## src/rtl/ps2_key_state_tracker.sv

```systemverilog
// PS/2 scancode set 2 decoder tracking which of 16 piano keys are held, with an idle watchdog.
// Optional feature: define EXTENDED_FILTER_EN to discard E0-prefixed codes instead of aliasing them.
module ps2_key_state_tracker #(
    parameter int TIMEOUT_CYCLES = 50_000_000
) (
    input  logic        CLOCK_50,
    input  logic        reset,
    input  logic [7:0]  scancode_byte,
    input  logic        scancode_valid,
    output logic [16:0] key_state,
    output logic        key_event_valid,
    output logic [4:0]  key_event_index,
    output logic        key_event_pressed,
    output logic        timeout_flag
);

    typedef enum logic [1:0] {IDLE, BRK, EXT, EXT_BRK} state_t;

    localparam int CW = (TIMEOUT_CYCLES > 1) ? $clog2(TIMEOUT_CYCLES) : 1;
    localparam logic [CW-1:0] COUNT_LAST = CW'(TIMEOUT_CYCLES - 1);

    // Make codes packed lowest-index first: byte gi-1 maps to key_state bit gi.
    localparam logic [8*16-1:0] KEY_CODES = {
        8'h5D, 8'h5B, 8'h29, 8'h42, 8'h3B, 8'h3C, 8'h33, 8'h35,
        8'h34, 8'h2C, 8'h2B, 8'h23, 8'h24, 8'h1B, 8'h1D, 8'h1C
    };

    state_t        state_reg, state_next;
    logic [CW-1:0] count_reg, count_next;
    logic [16:1]   keys_reg, keys_next;
    logic          no_press_reg, no_press_next;
    logic          ev_valid_reg, ev_valid_next;
    logic [4:0]    ev_index_reg, ev_index_next;
    logic          ev_pressed_reg, ev_pressed_next;
    logic          timeout_reg, timeout_next;

    logic [16:1]   hit;
    logic [4:0]    hit_index;
    logic          do_make;
    logic          do_break;

    generate
        for (genvar gi = 1; gi <= 16; gi++) begin : g_match
            assign hit[gi] = (scancode_byte == KEY_CODES[(gi-1)*8 +: 8]);
        end
    endgenerate

    always_comb begin
        hit_index = '0;
        for (int i = 1; i <= 16; i++) begin
            if (hit[i]) hit_index = 5'(i);
        end
    end

    // The byte following a prefix is either dropped (filter) or folded onto the plain paths.
    always_comb begin
`ifdef EXTENDED_FILTER_EN
        do_make  = (state_reg == IDLE);
        do_break = (state_reg == BRK);
`else
        do_make  = (state_reg == IDLE) || (state_reg == EXT);
        do_break = (state_reg == BRK)  || (state_reg == EXT_BRK);
`endif
    end

    always_comb begin
        state_next      = state_reg;
        count_next      = count_reg;
        keys_next       = keys_reg;
        ev_valid_next   = 1'b0;
        ev_index_next   = '0;
        ev_pressed_next = 1'b0;
        timeout_next    = 1'b0;

        if (scancode_valid) begin
            count_next = '0;
            state_next = IDLE;
            if (scancode_byte == 8'hF0) begin
                if (state_reg == IDLE)     state_next = BRK;
                else if (state_reg == EXT) state_next = EXT_BRK;
            end else if (scancode_byte == 8'hE0 && state_reg == IDLE) begin
                state_next = EXT;
            end

            // Typematic repeats and breaks of unheld keys fall through without an event.
            if (do_make && |(hit & ~keys_reg)) begin
                keys_next       = keys_reg | hit;
                ev_valid_next   = 1'b1;
                ev_index_next   = hit_index;
                ev_pressed_next = 1'b1;
            end else if (do_break && |(hit & keys_reg)) begin
                keys_next       = keys_reg & ~hit;
                ev_valid_next   = 1'b1;
                ev_index_next   = hit_index;
                ev_pressed_next = 1'b0;
            end
        end else if (keys_reg == '0) begin
            count_next = '0;
        end else if (count_reg == COUNT_LAST) begin
            count_next   = '0;
            keys_next    = '0;
            timeout_next = 1'b1;
            state_next   = IDLE;
        end else begin
            count_next = count_reg + 1'b1;
        end

        no_press_next = ~|keys_next;
    end

    always_ff @(posedge CLOCK_50) begin
        if (reset) begin
            state_reg      <= IDLE;
            count_reg      <= '0;
            keys_reg       <= '0;
            no_press_reg   <= 1'b1;
            ev_valid_reg   <= 1'b0;
            ev_index_reg   <= '0;
            ev_pressed_reg <= 1'b0;
            timeout_reg    <= 1'b0;
        end else begin
            state_reg      <= state_next;
            count_reg      <= count_next;
            keys_reg       <= keys_next;
            no_press_reg   <= no_press_next;
            ev_valid_reg   <= ev_valid_next;
            ev_index_reg   <= ev_index_next;
            ev_pressed_reg <= ev_pressed_next;
            timeout_reg    <= timeout_next;
        end
    end

    assign key_state         = {keys_reg, no_press_reg};
    assign key_event_valid   = ev_valid_reg;
    assign key_event_index   = ev_index_reg;
    assign key_event_pressed = ev_pressed_reg;
    assign timeout_flag      = timeout_reg;

endmodule
```

## config.mk

```make
export PLATFORM = sky130hd
export DESIGN_NAME = ps2_key_state_tracker
export DESIGN_NICKNAME = d
export VERILOG_FILES = /design/src/rtl/ps2_key_state_tracker.sv
export SDC_FILE = /design/constraint.sdc
export NUM_CORES = 1
export LEC_CHECK = 0
export ABC_AREA = 1
export BUFFER_PORTS_ARGS = -buffer_cell sky130_fd_sc_hd__buf_2
export CORE_MARGIN = 3
export CORE_UTILIZATION = 54
export DETAILED_ROUTE_END_ITERATION = 16
export PLACE_DENSITY = 0.77
export REMOVE_ABC_BUFFERS = 1
export SYNTH_ARGS = -nofsm -noshare
export SYNTH_HDL_FRONTEND = slang
export SYNTH_SLANG_ARGS = --single-unit
```

## constraint.sdc

```tcl
create_clock -name CLOCK_50 -period 2.3 [get_ports CLOCK_50]
set_clock_uncertainty 0.2 [all_clocks]
set_input_delay 0.23 -clock CLOCK_50 [delete_from_list [all_inputs] [get_ports CLOCK_50]]
set_output_delay 0.23 -clock CLOCK_50 [all_outputs]
set_load 0.005 [all_outputs]
```

==> flow_metrics.tcl, run 1 <==
set metrics [dict create \
    synth_cell_types 35 \
    yosys_warnings 0 \
    tns_ns -0.0541 \
    utilization_pct 72.4 \
    drt_wl_total_um 10900 \
    critPathLaunchType "register" \
    antennaDiodeCount 0 \
    grt_antenna_before_repair 0 \
    ys_async_sr_fraction_pct 0 \
    status "finished with violations" \
    numClockSinks 52 \
    slowest_stage "dfxtp_2" \
    power.total_uw 1670 \
    grt_overflow 0 \
    power_switching_uw 402 \
    met1_length_um 4890 \
    die_x_um 85.8 \
    route.met2.wl_um 4740 \
    n_fill_cell 514 \
    slew_violations 0 \
    violations "setup timing" \
    firstDrtPassIters 5 \
    syn_inst 564 \
    synth_commonest_cells "136 x nand2_1, 81 x nor2_1, 79 x nand3_1, 70 x inv_1, 52 x dfxtp_1" \
    area_delta_synth_final_pct 27.0 \
    max_freq_ghz 0.425 \
    die_h_um 85.8 \
    worstPathCellList "ha_4, nand2_4, nor2_4, inv_2, nor2_4, nand2_2, nor3_2, inv_2, nor2_4, inv_2, nor2_4, nand2_2, inv_2, nand4_1, nor2_2, a21oi_2, o21a_1" \
    core_area_um2 6030 \
    ys_seq_area_share_pct 30.3 \
    clk_latency_ns 0.31 \
    grt_pass1_vias 3655 \
    ys_top_cells_by_area "dfxtp_1 30%, nand2_1 15%, nand3_1 11%, nor2_1 8.8%, inv_1 7.6%" \
    grt_max_degree 21 \
    rows 28 \
    gp_congestion 1.09 \
    drc 0 \
    ctsHoldBuffers 0 \
    yosysTopAreaCell "dfxtp_1" \
    power_density_nw_per_um2 383 \
    worst_pin_slew_ns 0.414 \
    cts_made_buffers 5 \
    largest_reg_flops 26 \
    syn_area_per_cell_um2 6.10 \
    worst_ep_required_time_ns 2.31 \
    num_vias 4068 \
    h-tree-depth 2 \
    fin_crit_sh_pct 102 \
    highest_layer "met4" \
    slew_headroom_pct 72.1 \
    hold_slack_ns 0.125 \
    dr.first_iter.drc_count 434 \
    via_per_inst 5.60 \
    place_area_um2 4030 \
    ios 36 \
    path_buf_inv 4 \
    fin_nets 663 \
    dp_hpwl_um 8120 \
    synth_seq_cells 52 \
    setup_viol 2 \
    crit_path_max_incr_delay_ns 0.36 \
    critPathKind "register to register" \
    io_buffers 35 \
    cts-root-buf "clkbuf_8" \
    ys.flop_type "dfxtp_1" \
    p_int_uw 1270 \
    power.leakage_uw 0.00198 \
    clockBufferDepth 2 \
    crit_arrival_ns 2.36 \
    grt_usage_pct 29.0 \
    clk_pin_slew_ns 0.10 \
    pwr-share-clk_pct 38.9 \
    route.antenna.remaining_nets 0 \
    max-cap-violations 0 \
    period_needed_ns 2.35 \
    netlist.area_leader.share_pct 30.3 \
    swShare_pct 24.0 \
    path_max_fanout 4 \
    endpoint_kind "register" \
    p_seq_share_pct 53.9 \
    wl_per_cell_um 14.9 \
    initial_core_util_pct 57.1 \
    dieArea_um2 7360 \
    mappedNetlistArea_um2 3440 \
    fin_area_um2 4370 \
    ir_drop_mv 0.482 \
    rsz0062_at_grt "true" \
    synth_most_common_cell "nand2_1" \
    postLayoutSetupSlackWorst_ns -0.0530 \
    p_comb_share_pct 7.3 \
    cpLargestDelayFamily "simple AND/OR/NAND/NOR gates" \
    synth_edf_count 0 \
    grt_pass1_wl_um 17300 \
    dr_wl_met3_um 898 \
    cts_tree "built" \
    hold_path_class "input pin to register" \
    finalHoldViolations 0 \
    drive_above_1_share_pct 26.4 \
]
[cells in the final DEF, fill, tap and decap left out, types with 3 or more instances in the layout]
cell type	instances
nor3_1	9
buf_2	35
nor2_1	75
nand3_2	7
nor2_2	14
nand2_1	125
a21oi_1	34
nand2_4	3
inv_1	64
buf_4	55
nor2_4	6
xor2_1	3
o21ai_0	4
o21a_1	5
dfxtp_2	3
nor4_1	9
nand4_1	14
clkbuf_8	5
nand3_1	78
nor3_2	4
inv_2	8
dfxtp_1	49
nand2_2	14
[stage by stage]
step / worst slack, ns / std cells
global placement: -0.0433 / 712
floorplan: 0.0790 / 550
CTS: -0.0687 / 721
detailed placement: -0.0702 / 712
global route: -0.210 / 727
finish: -0.0530 / 727
[metal layers]
layer	global-route usage (%)	up-vias
met5	0	-
met4	8.63	0
met3	4.42	39
met2	45.3	203
met1	41.4	1828
li1	-	1998
[worst register-to-register path: cells and delay by family (launching register included)]
kind                       cells  cell delay [ns]
adders and majority gates      1             0.15
DFF                            1             0.36
and+or+nand+nor               10             1.13
buffers and inverters          4             0.25
AOI/OAI and AO/OA              2             0.18
[cells by family (layout without fill, tap and decap cells)]
kind of cell	after synthesis	in the layout	share of synthesized area [%]
simple gates	369	369	49.5
buf+inv	89	177	10.9
flops	52	52	30.3
compound gates	49	49	7.97
xor+xnor	4	4	1.02
fa+ha+maj	1	1	0.364
[final cells by class]
type | count | area [um^2] | area share (%)
Timing Repair Buffer | 94 | 668 | 15.3
Inverter | 75 | 292 | 6.68
Sequential cell | 52 | 1040 | 23.9
Clock inverter | 3 | 46.3 | 1.06
Multi-Input combinational cell | 423 | 2150 | 49.3
Clock buffer | 5 | 68.8 | 1.58
Tap cell | 75 | 93.8 | 2.15
[power groups by stage]
| stage | sequential [uW] | clock, uW | combinational, uW |
|---|---|---|---|
| after global routing | 901 | 699 | 133 |
| after detailed placement | 922 | 0 | 105 |
| final | 901 | 650 | 122 |
| after floorplan | 922 | 0 | 50.5 |
| after CTS | 901 | 661 | 108 |
| after global placement | 922 | 0 | 103 |
[what timing repair did]
item	in CTS	in global routing
gates resized for setup	3	46
endpoints found under the setup margin	3	15
gates cloned	0	1
pin swaps	0	20
setup buffers	1	5
[final timing paths]
check             slack [ns]                       end                      from  cells past startpoint
setup / recovery       -0.05  count_reg[24]$_SDFF_PP0_   count_reg[1]$_SDFF_PP0_                     17
setup reg to reg       -0.05  count_reg[24]$_SDFF_PP0_   count_reg[1]$_SDFF_PP0_                     17
hold / removal          0.12   keys_reg[16]$_SDFF_PP0_                     reset                      2
hold reg to reg         0.27  count_reg[22]$_SDFF_PP0_  count_reg[22]$_SDFF_PP0_                      2
(Power assumes the default switching activity.)
==> inputs of run 2 (changes only) <==
--- a/config.mk
+++ b/config.mk
@@ -8,9 +8,9 @@
 export ABC_AREA = 1
 export BUFFER_PORTS_ARGS = -buffer_cell sky130_fd_sc_hd__buf_2
 export CORE_MARGIN = 3
-export CORE_UTILIZATION = 54
+export CORE_UTILIZATION = 64
 export DETAILED_ROUTE_END_ITERATION = 16
-export PLACE_DENSITY = 0.77
+export PLACE_DENSITY = 0.86
 export REMOVE_ABC_BUFFERS = 1
 export SYNTH_ARGS = -nofsm -noshare
 export SYNTH_HDL_FRONTEND = slang
==> constraint.sdc (replaced) <==
create_clock -name CLOCK_50 -period 2.8 [get_ports CLOCK_50]
set_clock_uncertainty 0.2 [all_clocks]
set_input_delay 0.28 -clock CLOCK_50 [delete_from_list [all_inputs] [get_ports CLOCK_50]]
set_output_delay 0.28 -clock CLOCK_50 [all_outputs]
set_load 0.005 [all_outputs]
==> run 2 against run 1 <==
  * The run now ends clean
  * Final cell count is 8.3% lower
  * Register-to-register slack better by 0.32 ns
  * Highest routed layer unchanged
  * Maximum frequency is 7.1% lower
  * Routed wire length is 13% lower
  * Critical path type unchanged
  * Critical path depth stayed put
  * Hold slack better by 0.030 ns
==> flow_metrics.tcl, run 2 (synthesis results as in run 1) <==
set metrics [dict create \
    status "finished, final reports clean" \
    drc 0 \
    period_needed_ns 2.53 \
    cts_made_buffers 5 \
    worst_pin_slew_ns 0.734 \
    postLayoutSetupSlackWorst_ns 0.267 \
    antennaDiodeCount 0 \
    core_area_um2 5140 \
    tns_ns 0 \
    grt_overflow 0 \
    rows 26 \
    num_vias 3825 \
    numClockSinks 52 \
    met1_length_um 4280 \
    critPathLaunchType "register" \
    grt_max_degree 21 \
    n_fill_cell 464 \
    p_seq_share_pct 54.5 \
    initial_core_util_pct 66.9 \
    swShare_pct 22.6 \
    gp_congestion 1.02 \
    largest_reg_flops 26 \
    slew_violations 0 \
    cts_tree "built" \
    io_buffers 35 \
    wl_per_cell_um 14.1 \
    reg2reg_depth 17 \
    critPathKind "register to register" \
    p_comb_share_pct 5.6 \
    pre_cts_slack_ns 0.273 \
    highest_layer "met4" \
    grt_usage_pct 31.7 \
    power.leakage_uw 0.00167 \
    finalHoldViolations 0 \
    power_switching_uw 307 \
    die_x_um 79.3 \
    ctsHoldBuffers 0 \
    grt_pass1_wl_um 16000 \
    p_int_uw 1050 \
    dr_wl_met3_um 882 \
    dieArea_um2 6290 \
    cts-root-buf "clkbuf_8" \
    power_density_nw_per_um2 360 \
    route.met2.wl_um 4100 \
    die_h_um 79.3 \
    drt_wl_total_um 9430 \
    ir_drop_mv 0.257 \
    crit_arrival_ns 2.55 \
    worst_ep_required_time_ns 2.82 \
    pwr-share-clk_pct 39.9 \
    firstDrtPassIters 5 \
    max-cap-violations 0 \
    grt_antenna_before_repair 0 \
    fin_nets 608 \
    route.antenna.remaining_nets 0 \
    drive_above_1_share_pct 14.1 \
    clk_latency_ns 0.31 \
    slew_headroom_pct 50.7 \
    h-tree-depth 2 \
    path_max_fanout 4 \
    dr.first_iter.drc_count 359 \
    dp_hpwl_um 7260 \
    rsz0062_at_grt "false" \
    via_per_inst 5.73 \
    grt_pass1_vias 3456 \
    clockBufferDepth 2 \
    endpoint_kind "register" \
    clk_pin_slew_ns 0.10 \
    mostFrequentLayoutCell "nand2_1" \
    ios 36 \
    area_delta_synth_final_pct 9.50 \
    holdPathStages 2 \
    layout_common_cells "136 x nand2_1, 79 x nor2_1, 79 x nand3_1, 70 x inv_1, 52 x dfxtp_1" \
    max_freq_ghz 0.395 \
    utilization_pct 73.2 \
    fin_crit_sh_pct 90.4 \
    hold_path_class "input pin to register" \
    setup_viol 0 \
]
## run 2: cell count changes in the layout (fill, tap and decap cells not counted), sizes merged
cell,delta
clkinvlp,-1
inv,-1
buf,-54
clkinv,+1
## run 2: final cells by class
type                    count  area [um^2]  area share (%)
flip-flops and latches     52         1040            27.7
clock inverters             2         38.8            1.03
multi-input cells         423         2030            53.9
clock buffers               6         82.6            2.19
repair buffers             39          205            5.45
inverters                  75          282            7.48
well taps                  70         87.6            2.33
## run 2: power groups by stage
stage | clock network (uW) | logic (uW) | registers [uW]
6_report | 541 | 75.9 | 740
5_1_grt | 568 | 85.0 | 740
4_1_cts | 547 | 74.0 | 740
3_5_place_dp | 0 | 73.6 | 757
3_3_place_gp | 0 | 71.4 | 757
2_1_floorplan | 0 | 41.5 | 757
## run 2: timing repair
| item | 4_1_cts | 5_1_grt |
|---|---|---|
| gates resized for setup | 0 | 2 |
| hold endpoints to repair | 0 | 0 |
| endpoints found under the setup margin | 0 | 1 |
| buffers inserted | 0 | 2 |
## run 2: critical path, cell delays in order (launching register included)
cell and delay, ns:
dfxtp_1 0.36, ha_1 0.17, nand2_1 0.07, nor2_1 0.10
inv_1 0.07, nor2_1 0.13, nand2_1 0.11, nor3_1 0.14
inv_1 0.11, nor2_2 0.11, inv_1 0.09, nor2_4 0.15
nand2_1 0.07, inv_1 0.08, nand4_1 0.15, nor2_2 0.17
a21oi_1 0.08, o21a_1 0.10
## run 2: through the flow
stage	area, um^2	total power, uW	hold WS [ns]	std cells
5_1_grt	3760	1390	0.165	667
4_1_cts	3740	1360	0.144	665
2_1_floorplan	3350	799	0.149	550
6_report	3760	1360	0.155	667
3_3_place_gp	3620	828	0.229	657
3_5_place_dp	3620	831	0.236	657
## run 2: final timing paths
check,startpoint,to,slack (ns)
setup / recovery,count_reg[0]$_SDFF_PP0_,count_reg[24]$_SDFF_PP0_,0.27
hold / removal,reset,keys_reg[16]$_SDFF_PP0_,0.15
setup reg to reg,count_reg[0]$_SDFF_PP0_,count_reg[24]$_SDFF_PP0_,0.27
hold reg to reg,count_reg[0]$_SDFF_PP0_,count_reg[0]$_SDFF_PP0_,0.25
## run 2: per-layer routing
metal | vias up | GRT usage, %
li1 | 1891 | -
met1 | 1726 | 45.7
met2 | 188 | 48.2
met3 | 20 | 4.88
met4 | 0 | 10.8
met5 | - | 0
==> inputs of run 3 (changes only) <==
--- a/config.mk
+++ b/config.mk
@@ -7,7 +7,6 @@
 export LEC_CHECK = 0
 export ABC_AREA = 1
 export BUFFER_PORTS_ARGS = -buffer_cell sky130_fd_sc_hd__buf_2
-export CORE_MARGIN = 3
 export CORE_UTILIZATION = 64
 export DETAILED_ROUTE_END_ITERATION = 16
 export PLACE_DENSITY = 0.86
==> constraint.sdc (replaced) <==
create_clock -name CLOCK_50 -period 3.2 [get_ports CLOCK_50]
set_clock_uncertainty 0.2 [all_clocks]
set_input_delay 0.32 -clock CLOCK_50 [delete_from_list [all_inputs] [get_ports CLOCK_50]]
set_output_delay 0.32 -clock CLOCK_50 [all_outputs]
set_load 0.005 [all_outputs]
==> run 3 against run 2 <==
  * Routed wire length rose by 4.3%
  * Flip-flop and latch count is the same
  * Via count is 2.4% higher
  * Worst setup slack better by 0.35 ns
  * Cell area decreased by 0.50%
  * Sequential power is 13% lower
  * Clock-buffer cell count shrank 1
  * First-iteration DRC count is 35% higher
  * Total power decreased by 13%
  * Final cell count is 0.15% lower
  * Combinational power fell by 9.7%
  * Critical endpoint is now no_press_reg$_SDFF_PP1_
  * Largest cell class unchanged
  * Largest power group unchanged
==> flow_metrics.tcl, run 3 (synthesis results as in run 1) <==
set metrics [dict create \
    firstDrtPassIters 8 \
    cts-root-buf "clkbuf_8" \
    max_freq_ghz 0.387 \
    crit_path_max_incr_delay_ns 0.39 \
    power.total_uw 1180 \
    drt_wl_total_um 9840 \
    ir_drop_mv 0.339 \
    worst_pin_slew_ns 0.748 \
    drive_above_1_share_pct 13.6 \
    io_buffers 35 \
    hold_slack_ns 0.181 \
    rows 26 \
    crit_arrival_ns 2.65 \
    area_delta_synth_final_pct 8.95 \
    ctsHoldBuffers 0 \
    slew_violations 0 \
    status "finished, final reports clean" \
    via_per_inst 5.88 \
    clk_pin_slew_ns 0.10 \
    core_area_um2 5140 \
    dp_hpwl_um 7590 \
    num_vias 3916 \
    multi_input_area_um2 2020 \
    dp.cells 658 \
    numClockSinks 52 \
    grt_pass1_vias 3360 \
    fin_crit_sh_pct 80.8 \
    grt_antenna_before_repair 0 \
    slew_headroom_pct 49.8 \
    tns_ns 0 \
    grt_usage_pct 36.5 \
    n_fill_cell 445 \
    layout.area.seq_um2 1040 \
    initial_core_util_pct 66.9 \
    finalHoldViolations 0 \
    worst_ep_required_time_ns 3.26 \
    grt_max_degree 21 \
    layout_common_cells "136 x nand2_1, 81 x nor2_1, 79 x nand3_1, 70 x inv_1, 52 x dfxtp_1" \
    hold_path_class "input pin to register" \
    clk_latency_ns 0.32 \
    path_max_fanout 16 \
    antennaDiodeCount 0 \
    dieArea_um2 5670 \
    power.leakage_uw 0.00165 \
    critPathLaunchType "register" \
    grt_pass1_wl_um 15500 \
    cts_made_buffers 5 \
    ios 36 \
    final_cell_count_no_fill 666 \
    die_x_um 75.3 \
    setup_viol 0 \
    drc 0 \
    clockBufferDepth 2 \
    rsz0062_at_grt "false" \
    die_h_um 75.3 \
    cts_resized 0 \
    max-cap-violations 0 \
    period_needed_ns 2.58 \
    cts_tree "built" \
    largest_reg_flops 26 \
    gp_congestion 1.00 \
    h-tree-depth 2 \
    fin_nets 607 \
    route.antenna.remaining_nets 0 \
    wl_per_cell_um 14.8 \
    slowest_stage "dfxtp_1" \
    mostFrequentLayoutCell "nand2_1" \
    grt_overflow 0 \
    endpoint_kind "register" \
    power_density_nw_per_um2 315 \
    post-cts-setup-buffers 0 \
    utilization_pct 72.9 \
    worstPathCellList "nand2_1, nor2_1, nand4_1, nor3_1, nand3_1, nand2_1, inv_1, nand2_1, nand2_1, and2_1, nor2_1, nand2_1, nor2_1, nand2_1, nand2_1" \
    critPathKind "register to register" \
    dr.first_iter.drc_count 483 \
    crit_top_cell "nand2_1" \
]
## run 3: cell types whose count changed in the layout (fill, tap and decap cells not counted), sizes merged
cell | before | now
clkinvlp | 0 | 1
clkbuf | 6 | 5
buf | 39 | 38
clkinv | 2 | 1
inv | 74 | 75
## run 3: final cells by class
type	count	area share, %
clock buffers	5	1.84
clock inverters	3	1.24
inverters	75	7.52
multi-input cells	423	54.0
flip-flops and latches	52	27.8
well taps	70	2.34
repair buffers	38	5.28
## run 3: metrics by stage
step                      area [um^2]  setup WS, ns
after floorplan                  3350         0.979
after global placement           3630         0.614
after detailed placement         3630         0.579
after CTS                        3750         0.664
after global routing             3750         0.336
final                            3750         0.616
## run 3: layer usage
layer	vias to the layer above	wire, um	global-route usage [%]
met5	-	0	0
met4	0	187	13.4
met3	33	1020	8.47
met2	223	4420	57.3
met1	1767	4210	49.0
li1	1893	-	-
## run 3: worst paths after layout
kind,startpoint,end,slack (ns),cells after the start
worst min register to register,count_reg[0]$_SDFF_PP0_,count_reg[0]$_SDFF_PP0_,0.26,1
worst max register to register,count_reg[14]$_SDFF_PP0_,no_press_reg$_SDFF_PP1_,0.62,15
worst min-delay path,reset,keys_reg[16]$_SDFF_PP0_,0.18,2
worst max-delay path,count_reg[14]$_SDFF_PP0_,no_press_reg$_SDFF_PP1_,0.62,15
## run 3: report_power, final
group          leakage [uW]  internal (uW)  total (uW)  switching (uW)
clock             0.0000548            236         465             230
combinational       0.00118           16.9        68.5            51.7
sequential         0.000419            647         647           0.223
## run 3: worst max-delay path: cells and delay by family (launching register included)
family                 cells  cell delay (ns)
and+or+nand+nor           14             1.71
buffers and inverters      1             0.24
DFF                        1             0.39
